File: src/rtl/button_debounce_pulse.sv
// Push-button front end: two-flop synchroniser, counter-driven debounce FSM,
// one-cycle press pulse, debounced level, one-shot long-press pulse and press counter.
module button_debounce_pulse #(
   parameter int unsigned DEBOUNCE_CNT = 1000000,
   parameter int unsigned LONG_CNT     = 100000000,
   parameter int unsigned CNT_W        = 32
) (
   input  logic       clk_g,
   input  logic       rst_n,
   input  logic       btn_in,
   output logic       btn_pulse,
   output logic       btn_level,
   output logic       btn_long,
   output logic [7:0] press_cnt
);

   typedef enum logic [1:0] {
      IDLE,
      PRESS_CHK,
      PRESSED,
      RELEASE_CHK
   } state_t;

   localparam logic [CNT_W-1:0] DEB_LAST  = CNT_W'(DEBOUNCE_CNT - 1);
   localparam logic [CNT_W-1:0] LONG_LAST = CNT_W'(LONG_CNT - 1);
   localparam logic [CNT_W-1:0] LONG_SAT  = CNT_W'(LONG_CNT);
   localparam logic [CNT_W-1:0] CNT_ONE   = CNT_W'(1);

   state_t           state;
   logic             s1;
   logic             s2;
   logic [CNT_W-1:0] deb_cnt;
   logic [CNT_W-1:0] hold_cnt;

   // NOTE: every register here is assigned with <= so all flops sample the
   // pre-edge values; blocking assignments would let s1 fall straight into s2.
   always_ff @(posedge clk_g) begin
      // NOTE: reset is tested inside the clocked block, so it only acts on an edge
      // and wins over every state, including mid-debounce and mid-hold.
      if (!rst_n) begin
         s1        <= 1'b0;
         s2        <= 1'b0;
         state     <= IDLE;
         deb_cnt   <= '0;
         hold_cnt  <= '0;
         btn_pulse <= 1'b0;
         btn_level <= 1'b0;
         btn_long  <= 1'b0;
         press_cnt <= 8'd0;
      end else begin
         s1 <= btn_in;
         s2 <= s1;

         // Pulses default low so they last exactly one cycle.
         btn_pulse <= 1'b0;
         btn_long  <= 1'b0;

         case (state)
            IDLE: begin
               if (s2) begin
                  state   <= PRESS_CHK;
                  deb_cnt <= '0;
               end
            end

            PRESS_CHK: begin
               if (!s2) begin
                  state <= IDLE;
               end else if (deb_cnt == DEB_LAST) begin
                  state     <= PRESSED;
                  btn_pulse <= 1'b1;
                  btn_level <= 1'b1;
                  hold_cnt  <= '0;
                  press_cnt <= press_cnt + 8'd1;
               end else begin
                  deb_cnt <= deb_cnt + CNT_ONE;
               end
            end

            PRESSED: begin
               if (!s2) begin
                  state   <= RELEASE_CHK;
                  deb_cnt <= '0;
               end else if (hold_cnt < LONG_LAST) begin
                  hold_cnt <= hold_cnt + CNT_ONE;
               end else if (hold_cnt == LONG_LAST) begin
                  // Saturating past LONG_LAST keeps btn_long to one shot per press.
                  btn_long <= 1'b1;
                  hold_cnt <= LONG_SAT;
               end
            end

            RELEASE_CHK: begin
               if (s2) begin
                  state <= PRESSED;
               end else if (deb_cnt == DEB_LAST) begin
                  state     <= IDLE;
                  btn_level <= 1'b0;
               end else begin
                  deb_cnt <= deb_cnt + CNT_ONE;
               end
            end

            default: state <= IDLE;
         endcase
      end
   end

endmodule

File: config.mk
export PLATFORM = sky130hd
export DESIGN_NAME = button_debounce_pulse
export DESIGN_NICKNAME = d
export VERILOG_FILES = /design/src/rtl/button_debounce_pulse.sv
export SDC_FILE = /design/constraint.sdc
export NUM_CORES = 1
export LEC_CHECK = 0
export CAP_MARGIN = 20
export CELL_PAD_IN_SITES_DETAIL_PLACEMENT = 1
export CELL_PAD_IN_SITES_GLOBAL_PLACEMENT = 2
export CORE_MARGIN = 2
export CORE_UTILIZATION = 40
export DETAILED_ROUTE_END_ITERATION = 16
export GPL_TIMING_DRIVEN = 0
export HOLD_SLACK_MARGIN = 0.02
export PLACE_DENSITY_LB_ADDON = 0.1
export RECOVER_POWER = 100
export SLEW_MARGIN = 20
export SYNTH_ARGS = -nofsm -noshare
export SYNTH_HDL_FRONTEND = slang
export SYNTH_SLANG_ARGS = --single-unit
File: constraint.sdc
create_clock -name clk_g -period 6.55 [get_ports clk_g]
set_input_delay 0.9825 -clock clk_g [delete_from_list [all_inputs] [get_ports clk_g]]
set_output_delay 0.9825 -clock clk_g [all_outputs]
set_load 0.03 [all_outputs]
### Word-level counts from Yosys, hierarchy flattened

Index checks and enable logic that the tools add are counted.

* bits of input ports: 3
* register bits after elaboration: 79
* output and inout bits: 11
* logic and storage cells: 67

* bitwise logic cells: 3
* reductions and logical operators: 10
* add/sub/neg operators: 3
* muxes and demuxes: 26
* equality and inequality tests: 15
* magnitude comparators: 1

Operators by type and width (count)
* 2-to-1 mux 32 bit: 10
* one-hot mux 32 bit (4 select lines): 1
* adder 32 x 1 -> 32 bit, second input constant: 2
* one-hot mux 32 bit (2 select lines): 1
* equality test 32 x 20 -> 1 bit, second input constant: 1
* equality test 32 x 27 -> 1 bit, second input constant: 1
* less-than comparator 32 x 27 -> 1 bit, second input constant: 1
* != test 2 bit, second input constant: 7
* 2-to-1 mux 2 bit: 6
* AND reduction 5 bit: 2
* != test 3 bit, second input constant: 3
* adder 8 x 1 -> 8 bit, second input constant: 1
* one-hot mux 2 bit (4 select lines): 1
* AND reduction 4 bit: 2
* 2-to-1 mux 1 bit: 6
* AND reduction 3 bit: 2
* equality test 2 bit, second input constant: 2
* nonzero test 2 bit: 2
* OR reduction 4 bit: 1
* inverter 1 bit: 3
* equality test 2 x 1 -> 1 bit, second input constant: 1
* logical NOT 2 bit: 1
* one-hot mux 1 bit (2 select lines): 1

### Longest topological paths before layout

* depth in word-level cells: 5
* gate-level depth with buffers: 9
* mapped depth without buffers: 7

### Least setup slack after synthesis

Ideal clock, no wire load.

* path type: reg-to-reg
* start: reg hold_cnt[27]
* end: reg hold_cnt[15]
* library setup time: 79 ps
* arrival: 2075 ps
* period minus slack after synthesis: 2154 ps
* slack: 4396 ps
* buffers on the path: 1
* stages on the path, launching flop included: 8
* data required time: 6471 ps
* path through: dfxtp_1 or4_4 nor4_4 o311ai_4 and2_4 buf_6 a211o_1 a211oi_2

* word-level cells in the longest chain between the ends: 4
* elaborated cells between the ends (all ways): 7
* classes of those cells: order compare: 1; eq/ne: 2; mux: 3; reduce/logical: 1

Ends and longest elaborated chain
* from (decl): line 33 `logic [CNT_W-1:0] hold_cnt;`
* from (signal assigned): line 85 `hold_cnt <= hold_cnt + CNT_ONE;`
* less-than comparator 32 x 27 -> 1 bit: line 84 `end else if (hold_cnt < LONG_LAST) begin`
* 2-to-1 mux 32 bit: line 84
* 2-to-1 mux 32 bit: line 81 `if (!s2) begin`
* one-hot mux 32 bit (2 select lines): line 58 `case (state)`

Parallel ways exist; a longest one is shown, timed or not. The select of a mux whose other input is x is not followed.
A chain may end at the register's enable or synchronous reset.

### Worst setup path in the final report

* start: reg hold_cnt[9]
* end: reg hold_cnt[9]

* word-level cells in the longest chain between the ends: 4
* elaborated cells between the ends (all ways): 8
* classes of those cells: add/sub: 1; order compare: 1; eq/ne: 2; mux: 3; reduce/logical: 1

Ends and longest elaborated chain (line)
* adder 32 x 1 -> 32 bit / less-than comparator 32 x 27 -> 1 bit (equally long branches): 85, 84
* 2-to-1 mux 32 bit: 84
* 2-to-1 mux 32 bit: 81
* one-hot mux 32 bit (2 select lines): 58

Parallel ways exist; a longest one is shown, timed or not. The select of a mux whose other input is x is not followed.

==> results by group <==
Die
  – # rows: 37
  – Starting Density: 40.63%
  – Die width: 105.7 um
  – Die Area: 11170 um2
  – # IOs: 14
  – Core footprint: 10180 um2
  – DIE HEIGHT: 105.7 um

Min path
  – Hold WC Path Type: reg -> reg
  – Min-delay src: s1$_SDFF_PN0_

Logic synthesis
  – Sequential share of the synthesized area: 38.22%
  – YS warnings: 0
  – Fraction of registers with async set/reset: 0%
  – Netlist Area Pre-Place: 4138 um2
  – Post-Syn Instances: 499
  – Syn_nets: 505
  – Post-synth EDFFs: 0
  – Synth Register Bits: 79
  – Main flop type after synthesis: dfxtp_1
  – Cell variety after synth: 63
  – Avg Cell Area, Syn: 8.292 um2

Drt
  – DRT iter0 DRCs: 122
  – DRC violations left: 0
  – Pre-Repair DR Iteration Count: 4
  – Routed Antenna Nets: 0
  – Final WL: 11700 um
  – Vias: 3749
  – Routed len/inst: 17.65 um
  – Vias per inst: 5.655

Timing
  – Final period utilization: 55.62%
  – Tightest Pin Transition: 1.300 ns
  – Setup TNS: 0 ns
  – Final hold viol count: 0
  – Slew margin rel.: 12.43%
  – Max-slew violation count: 0
  – Worst setup margin: 2.907 ns
  – Max Fclk: 274.5 MHz
  – Tmin final: 3.643 ns
  – RSZ-0062 raised after global routing: no
  – Final Skew: 0.01138 ns
  – Final setup viols: 0
  – Hold Worst Slack: 0.4425 ns

Critical path
  – Crit path from: hold_cnt[9]$_SDFFE_PN0P_
  – Maximum fanout along the worst path: 10
  – Worst EP required: 6.73 ns
  – CP most frequent cell: o21ai_0
  – Endpoint arrival time on the critical path: 3.82 ns
  – CP endpoint kind: flop
  – Reg-to-reg critical path startpoint: hold_cnt[9]$_SDFFE_PN0P_
  – Max incr delay on CP: 1.10 ns
  – CP Class: reg -> reg
  – Crit-path slowest cell: o21ai_0
  – CP Launch Type: flop
  – Crit path cell chain: or4_1, o311ai_0, a21oi_1, o21ai_0, o21ai_0

Power and ir drop
  – Seq pwr share: 50.9%
  – Max VDD drop: 0.1149 mV
  – Switching Fraction: 21.89%
  – Combinational group share of total power: 2.3%
  – NetSw: 0.2069 mW
  – Leakage power: 1.559 nW
  – Clk network pwr share: 46.8%
  – Pwr dens: 204.6 nW/um2
  – Total power: 0.9451 mW
  – Int Power: 0.7382 mW

Clocking
  – Post-CTS Setup Repair Bufs: 0
  – Post_cts resized: 0
  – Hold buffers post-CTS: 0
  – Root buf cell: clkbuf_8
  – Clk pin slew, worst setup/hold paths: 0.09 ns
  – Clk sinks: 79
  – H-tree levels: 3
  – CTS tree: done
  – Max clock buf depth: 2
  – Worst-skew pair later-pin latency: 0.36 ns
  – Cts bufs inserted: 9

Place
  – Pre-CTS setup slack: 3.246 ns
  – Port Buf Inserts: 13
  – Placer congestion estimate: 0.8174
  – Dpl hpwl: 8472 um
  – Dpl cells: 648

GRT
  – Vias in the first global route: 3763
  – Largest net degree at the start of global routing: 14
  – Overflow left after global routing: 0
  – First-pass GRT wire length: 19620 um
  – Gr usage total: 22.16%
  – Antenna violations before repair: 0

Cells and area
  – # diodes: 0
  – NumNets Final: 529
  – P&R area growth vs syn: 11.64%
  – Share of layout cells above drive strength 1: 7.021%
  – Final cell count without fillers: 663
  – Register area: 1582 um2
  – Fillers: 1244
  – Multi-input logic area: 2351 um2

Job
  – MaxCap Viol Count: 0

Status
  – Status: complete, no violations
routing by layer:
| layer | vias to the layer above | share of wire (%) | routed length (um) | GRT usage, % |
|---|---|---|---|---|
| met5 | - | 0 | 0 | 0 |
| met4 | 0 | 1.5 | 181 | 7.989 |
| met3 | 12 | 1.9 | 219 | 2.783 |
| met2 | 30 | 49 | 5777 | 38.25 |
| met1 | 1824 | 47 | 5521 | 28.33 |
| li1 | 1883 | - | - | - |
final timing paths:
check,end,slack (ns),cells past startpoint
setup / recovery,hold_cnt[9]$_SDFFE_PN0P_,2.91,5
hold / removal,s2$_SDFF_PN0_,0.44,1
hold reg to reg,s2$_SDFF_PN0_,0.44,1
setup reg to reg,hold_cnt[9]$_SDFFE_PN0P_,2.91,5
registers in the layout (all words and copies together), names as in the netlist, named ones only:
register and cells:
btn_long 1, btn_level 1, state 1, press_cnt 8
s1 1, deb_cnt 32, hold_cnt 32, btn_pulse 1
s2 1
cell families (layout without fill, tap and decap cells):
kind of cell             count (synthesis)  count (layout)  share of synthesized area, %
adder cells (fa/ha/maj)                  3               3                        0.9073
XOR/XNOR                                35              35                         7.408
AND/OR/NAND/NOR                        263             263                         34.35
buffers and inverters                   33              61                         3.810
flip-flops                              79              79                         38.22
multiplexers                             2               2                        0.4838
AO/OA/AOI/OAI                           84              84                         14.82
synth_stat cells (2+ instances only):
cell / count / share of area [%]
or2_2: 2 / 0.30
buf_4: 4 / 0.73
or3_1: 3 / 0.45
a31o_2: 4 / 0.85
nand2_1: 56 / 5.1
nor4b_1: 4 / 0.85
o31ai_1: 2 / 0.36
nor4_1: 26 / 3.9
and2_1: 13 / 2.0
dfxtp_1: 79 / 38
a211oi_1: 4 / 0.73
or4_4: 4 / 1.1
xnor2_1: 23 / 4.9
ha_1: 3 / 0.91
inv_1: 10 / 0.91
nor2_1: 54 / 4.9
a32o_1: 4 / 0.97
a41o_1: 2 / 0.48
and4_1: 6 / 1.3
o21ai_0: 15 / 1.8
nor3_1: 18 / 2.2
and3_1: 9 / 1.4
buf_2: 3 / 0.36
o211a_1: 2 / 0.48
buf_6: 2 / 0.54
nand2b_1: 2 / 0.30
nand3_1: 28 / 3.4
nand4_1: 18 / 2.7
o21a_1: 4 / 0.73
a311oi_1: 2 / 0.42
or4_1: 8 / 1.5
xor2_1: 12 / 2.5
a31oi_1: 2 / 0.30
a21oi_1: 21 / 2.5
clkbuf_1: 13 / 1.2
o211ai_1: 9 / 1.6
mux2i_1: 2 / 0.48
cells in the final DEF (no fill, tap or decap), drive strengths merged, types with 9 or more instances in the layout:
| cell type | netlist | layout |
|---|---|---|
| a21oi | 23 | 23 |
| o211ai | 9 | 9 |
| nand2 | 56 | 56 |
| or4 | 12 | 12 |
| nor4 | 27 | 27 |
| nor3 | 19 | 19 |
| dlygate4sd3 | 0 | 12 |
| and2 | 15 | 15 |
| clkbuf | 13 | 25 |
| nand4 | 19 | 19 |
| and3 | 10 | 10 |
| nand3 | 28 | 28 |
| xnor2 | 23 | 23 |
| o21ai | 16 | 16 |
| nor2 | 54 | 54 |
| dfxtp | 79 | 79 |
| xor2 | 12 | 12 |
| inv | 10 | 11 |
power groups by stage:
| stage | clock network [mW] | registers [mW] | logic (mW) |
|---|---|---|---|
| 5_1_grt | 0.469 | 0.481 | 0.0242 |
| 6_report | 0.443 | 0.481 | 0.0215 |
| 3_3_place_gp | 0 | 0.492 | 0.0223 |
| 3_5_place_dp | 0 | 0.492 | 0.0223 |
| 4_1_cts | 0.454 | 0.481 | 0.0224 |
| 2_1_floorplan | 0 | 0.492 | 0.0135 |
stage by stage:
stage | utilization, % | instance area [um2]
6_report | 45.36 | 4619
5_1_grt | 45.36 | 4619
4_1_cts | 45.87 | 4672
3_5_place_dp | 43.57 | 4438
3_3_place_gp | 43.57 | 4438
2_1_floorplan | - | 4138
worst max-delay path: cells and delay by family, from the launching register on:
family	cells	cell delay [ns]
flip-flops	1	0.38
AO/OA/AOI/OAI	4	2.47
AND/OR/NAND/NOR	1	0.62
layout make-up:
class                           instances  area share [%]
Clock inverter                          5           2.302
Inverter                               11          0.8938
Tap cell                              136           3.684
Timing Repair Buffer                   13           2.817
Multi-Input combinational cell        387           50.89
Buffer                                 22           2.411
Clock buffer                           10           2.763
Sequential cell                        79           34.24
Note: power is estimated with default switching activity, not from simulation.
